==> config.mk <==
export PLATFORM = sky130hd
export DESIGN_NAME = data_memory_controller
export DESIGN_NICKNAME = d
export VERILOG_FILES = /design/src/rtl/data_memory_controller.sv
export SDC_FILE = /design/constraint.sdc
export NUM_CORES = 1
export LEC_CHECK = 0
export ABC_AREA = 1
export BUFFER_PORTS_ARGS = -buffer_cell sky130_fd_sc_hd__buf_4
export CORE_AREA = 2 2 110 112
export CTS_BUF_LIST = sky130_fd_sc_hd__clkbuf_8
export CTS_CLUSTER_DIAMETER = 40
export DETAILED_ROUTE_END_ITERATION = 6
export DIE_AREA = 0 0 112 114
export GPL_TIMING_DRIVEN = 0
export PLACE_DENSITY = 0.78
export SYNTH_ARGS = -nofsm -noshare
export SYNTH_HDL_FRONTEND = slang
export SYNTH_SLANG_ARGS = --single-unit
==> constraint.sdc <==
create_clock -name i_clk -period 5.15 [get_ports i_clk]
set_clock_uncertainty 0.2 [all_clocks]
set_input_delay 0.2575 -clock i_clk [delete_from_list [all_inputs] [get_ports i_clk]]
set_output_delay 0.2575 -clock i_clk [all_outputs]
set_load 0.005 [all_outputs]
==> src/rtl/data_memory_controller.sv <==
// data_memory_controller
// Arbitrates the single-port data memory between the pipeline memory stage (P)
// and the interrupt unit (I). I has fixed priority, and a granted access always runs to completion.
// Wide (2*DATA_W) accesses are split into two word beats: addr holds the high
// half and addr+1 the low half.
// Optional build macro: DMC_ADDR_CHECK_EN enables the beat address range check
// against MEM_DEPTH, with strobe suppression and an o_fault pulse.
module data_memory_controller #(
    parameter int ADDR_W    = 16,
    parameter int DATA_W    = 16,
    parameter int MEM_DEPTH = 4096
) (
    input  logic                  i_clk,
    input  logic                  i_rst_n,
    input  logic                  i_p_req,
    input  logic                  i_p_we,
    input  logic                  i_p_wide,
    input  logic [ADDR_W-1:0]     i_p_addr,
    input  logic [2*DATA_W-1:0]   i_p_wdata,
    output logic                  o_p_done,
    output logic                  o_p_stall,
    input  logic                  i_i_req,
    input  logic                  i_i_we,
    input  logic                  i_i_wide,
    input  logic [ADDR_W-1:0]     i_i_addr,
    input  logic [2*DATA_W-1:0]   i_i_wdata,
    output logic                  o_i_done,
    output logic                  o_i_stall,
    output logic [2*DATA_W-1:0]   o_rdata,
    output logic [ADDR_W-1:0]     o_mem_address,
    output logic [DATA_W-1:0]     o_mem_write_data,
    output logic                  o_mem_read,
    output logic                  o_mem_write,
    input  logic [DATA_W-1:0]     i_mem_read_data,
    output logic                  o_fault
);

    // A depth larger than the address space cannot be addressed.
    if (64'(MEM_DEPTH) > (64'(1) << ADDR_W)) begin : g_bad_depth
        $error("MEM_DEPTH exceeds the address space");
    end

    typedef enum logic [1:0] {IDLE, BEAT0, BEAT1, RESP} state_t;

    state_t                state;
    logic                  owner_i;
    logic                  we_q;
    logic                  wide_q;
    logic [ADDR_W-1:0]     addr_q;
    logic [2*DATA_W-1:0]   wdata_q;
    logic [DATA_W-1:0]     word0;
    logic [DATA_W-1:0]     word1;
    logic                  p_done_q;
    logic                  i_done_q;
    logic [2*DATA_W-1:0]   rdata_q;

    logic                  beat_active;
    logic [ADDR_W-1:0]     beat_addr;
    logic                  addr_ok;
    logic [DATA_W-1:0]     beat_rdata;

    // Beat decode: address, range check and gated read data for the current beat.
    always_comb begin
        beat_active = (state == BEAT0) || (state == BEAT1);
        beat_addr   = (state == BEAT1) ? addr_q + ADDR_W'(1) : addr_q;
`ifdef DMC_ADDR_CHECK_EN
        addr_ok     = ({1'b0, beat_addr} < (ADDR_W+1)'(MEM_DEPTH));
`else
        addr_ok     = 1'b1;
`endif
        beat_rdata  = addr_ok ? i_mem_read_data : '0;
    end

    // Memory-side strobes, address and write data, decoded from state and latched regs only.
    always_comb begin
        o_mem_address    = beat_active ? beat_addr : '0;
        o_mem_read       = beat_active & ~we_q & addr_ok;
        o_mem_write      = beat_active &  we_q & addr_ok;
        o_mem_write_data = '0;
        if (beat_active) begin
            o_mem_write_data = ((state == BEAT0) && wide_q) ? wdata_q[2*DATA_W-1:DATA_W]
                                                            : wdata_q[DATA_W-1:0];
        end
`ifdef DMC_ADDR_CHECK_EN
        o_fault          = beat_active & ~addr_ok;
`else
        o_fault          = 1'b0;
`endif
    end

    // Requester-side outputs.
    always_comb begin
        o_p_done  = p_done_q;
        o_i_done  = i_done_q;
        o_rdata   = rdata_q;
        o_p_stall = i_p_req & ~p_done_q;
        o_i_stall = i_i_req & ~i_done_q;
    end

    // Arbitration and beat sequencing.
    // done and rdata are registered on entry to RESP, so they are high only in that state.
    always_ff @(posedge i_clk) begin
        if (!i_rst_n) begin
            state    <= IDLE;
            owner_i  <= 1'b0;
            we_q     <= 1'b0;
            wide_q   <= 1'b0;
            addr_q   <= '0;
            wdata_q  <= '0;
            word0    <= '0;
            word1    <= '0;
            p_done_q <= 1'b0;
            i_done_q <= 1'b0;
            rdata_q  <= '0;
        end else begin
            p_done_q <= 1'b0;
            i_done_q <= 1'b0;
            rdata_q  <= '0;
            case (state)
                IDLE: begin
                    if (i_i_req) begin
                        owner_i <= 1'b1;
                        we_q    <= i_i_we;
                        wide_q  <= i_i_wide;
                        addr_q  <= i_i_addr;
                        wdata_q <= i_i_wdata;
                        state   <= BEAT0;
                    end else if (i_p_req) begin
                        owner_i <= 1'b0;
                        we_q    <= i_p_we;
                        wide_q  <= i_p_wide;
                        addr_q  <= i_p_addr;
                        wdata_q <= i_p_wdata;
                        state   <= BEAT0;
                    end
                end
                BEAT0: begin
                    if (!we_q) begin
                        word0 <= beat_rdata;
                    end
                    if (wide_q) begin
                        state <= BEAT1;
                    end else begin
                        state    <= RESP;
                        p_done_q <= ~owner_i;
                        i_done_q <= owner_i;
                        rdata_q  <= {{DATA_W{1'b0}}, (we_q ? word0 : beat_rdata)};
                    end
                end
                BEAT1: begin
                    if (!we_q) begin
                        word1 <= beat_rdata;
                    end
                    state    <= RESP;
                    p_done_q <= ~owner_i;
                    i_done_q <= owner_i;
                    rdata_q  <= {word0, (we_q ? word1 : beat_rdata)};
                end
                default: begin
                    state <= IDLE;
                end
            endcase
        end
    end

endmodule

==> metrics.txt <==
Finish-stage setup viols 0; CTS tree built; post-cts resize count 0; Peak VDD IR 258 uV; Die Footprint 0.0128 mm^2; Die H 114 um; chip width 112 um; top cells by count, synth nand2_1, dfxtp_1, nor2_1; most common cell in the synthesized netlist nand2_1; total power 4.16 mW; final worst path period share 58.8%; antenna violations before repair 0; DP Cell Count 1124; Internal Power 2.50 mW; Adder-Cell Fraction of Synth Area 1.11%; CP Launch Type flip-flop; yosys warns 0; sequential power share 32.8%; Vias/cell 5.24; Pleak 4.14 nW; post-synthesis cell count 790; DRT iter0 DRCs 485; Port Buf Inserts 187; Rows 40; Worst path slowest cell clkbuf_1; Post-Syn Nets 915; CTS Buf Count 17; slew margin rel. 57.4%; drt pass-1 iters 5; Worst-path clk slew 0.07 ns; hold_sp i_i_wdata[15]; P&R area growth vs syn 50.6%; post-synthesis register bit count 119; WP data required 4.69 ns; CP arrival 2.57 ns; CTS Sinks 119; Synth area leaders dfxtp_1, nand2_1, o211a_1, nor2_1, nand3_1; worst-path cell chain inv_1 -> ha_1 -> clkbuf_1 -> clkbuf_1 -> o21ai_0 -> nor2_1 -> buf_4; maximum buffer depth of the clock tree 2; Critical Path End Type output pin; Starting Density 48.3%; htree depth 4; share of cells above drive strength 1 22.1%; routed wire length 19.5 mm; CP max stage delay 0.46 ns; outcome finished, final reports clean; reg2reg start state[0]$_SDFFE_PN0P_; Antenna diodes 0; Post-synth ARST share 0%; Synth Area in Compound Gates 19.5%; unrepaired setup endpoints after global routing no; Psw 1.66 mW; Final Max Tran Viols 0; post-synth top area share 42.1%; first-pass GRT wire length 30.5 mm; drt wl/cell 15.7 um; routability cong. 0.887; Most common cell on crit path clkbuf_1; vias in the first global route 6462; Least-Margin Pin Slew 0.640 ns; drt drc 0; final hold vios 0; Clk pwr share 19.8%; final net count 1210; maxcap violations 0; detailed placer's ending HPWL 13.0 mm; Tmin final 3.03 ns; clock latency on the worst-skew pair 0.45 ns; vias after detailed routing 6521; Fin Hold WS 0.00571 ns; Comb power frac 47.4%; fmax 330 MHz; XOR/XNOR Fraction of Synth Area 0.155%; post-synthesis mux area share 0%; total I/O pin count 191; Setup CP Type reg2out; CP max FO 10; Syn Area/Cell 7.16 um^2; Post-synth top flop dfxtp_1; Util after Layout 72.7%; Total Routing Usage GR 30.5%; Worst Setup SP state[0]$_SDFFE_PN0P_; global route overflow 0; Final Non-Filler Cells 1244; synthesized area 0.00565 mm^2; setup TNS 0 ns; largest family of logic cells by synthesized area simple AND/OR/NAND/NOR gates; DRT antenna net count 0; simple-gate share of the synthesized area 28.6%; Seq/Total Area, Yosys 42.1%; P per Cell Area 489 mW/mm^2; core area 0.0117 mm^2; Root Buffer clkbuf_8; EDFF count, synth 0; sw frac 40.0%; Yosys cell types 30; leading area contributor after synthesis dfxtp_1; largest net degree at the start of global routing 17; Hold WC Path Type in2reg
registers in the layout (all words and copies together), names as in the netlist:
| signal | flops |
|---|---|
| o_rdata | 32 |
| o_i_done | 1 |
| wide_q | 1 |
| o_p_done | 1 |
| word0 | 16 |
| owner_i | 1 |
| state | 2 |
| wdata_q | 32 |
| we_q | 1 |
| addr_q | 16 |
| word1 | 16 |
power by group through the flow:
stage | Sequential [mW] | Clock, mW | Combinational (mW)
after detailed placement | 1.37 | 0 | 1.73
after global placement | 1.36 | 0 | 1.71
final | 1.36 | 0.825 | 1.97
after global routing | 1.39 | 0.874 | 2.15
after floorplan | 1.33 | 0 | 1.09
after CTS | 1.35 | 0.829 | 1.92
through the flow:
stage          setup WS [ns]  instance area (um^2)
2_1_floorplan           3.28                  5650
3_3_place_gp            2.71                  7240
3_5_place_dp            2.70                  7240
4_1_cts                 2.18                  8510
5_1_grt                 1.93                  8510
6_report                2.12                  8510
final timing paths:
kind | to | slack (ns) | cells past startpoint
setup / recovery | o_mem_write_data[14] | 2.12 | 7
hold / removal | wdata_q[15]$_SDFFE_PN0P_ | 0.006 | 4
setup reg to reg | addr_q[10]$_SDFFE_PN0P_ | 2.55 | 8
hold reg to reg | o_rdata[24]$_SDFF_PN0_ | 0.26 | 2
routing by layer:
layer / vias up / GRT usage (%) / routed length (um)
li1: 3173 / - / -
met1: 2954 / 33.1 / 7460
met2: 326 / 53.7 / 9540
met3: 68 / 9.25 / 1740
met4: 0 / 16.3 / 731
met5: - / 0 / 0
repair_timing:
action	CTS	global route
hold buffers	89	0
hold endpoints to repair	50	0
buffers inserted	0	0
critical path: cells and delay by family (launching register included):
kind | cells | cell delay (ns)
compound gates | 1 | 0.26
buf+inv | 4 | 1.03
fa+ha+maj | 1 | 0.30
flops | 1 | 0.38
simple gates | 1 | 0.15
final cells by class:
cell class	count	area, um^2
fill	894	3200
buffer	51	255
tap	147	184
timing repair buffer	276	2290
sequential	119	2380
inverter	59	221
clock buffer	18	248
clock inverter	13	134
multi-input combinational	561	2800
kinds of logic (layout without fill, tap and decap cells):
kind of cell               Yosys count  count (layout)
other                                1               1
and+or+nand+nor                    396             396
DFF                                119             119
xor gates and xnor gates             1               1
adders and majority gates            5               5
buffers and inverters              110             417
AOI/OAI and AO/OA                  158             158
cells in the final DEF, fill, tap and decap left out, types with 32 or more instances in the layout:
cell,synthesis,routed
nand2_1,238,238
a21oi_1,49,49
inv_1,51,53
nand3_1,54,54
dlygate4sd3_1,0,89
dfxtp_1,119,119
o211a_1,43,43
nor2_1,77,77
buf_4,4,191
clkbuf_1,32,32
Note: power is estimated with default switching activity, not from simulation.
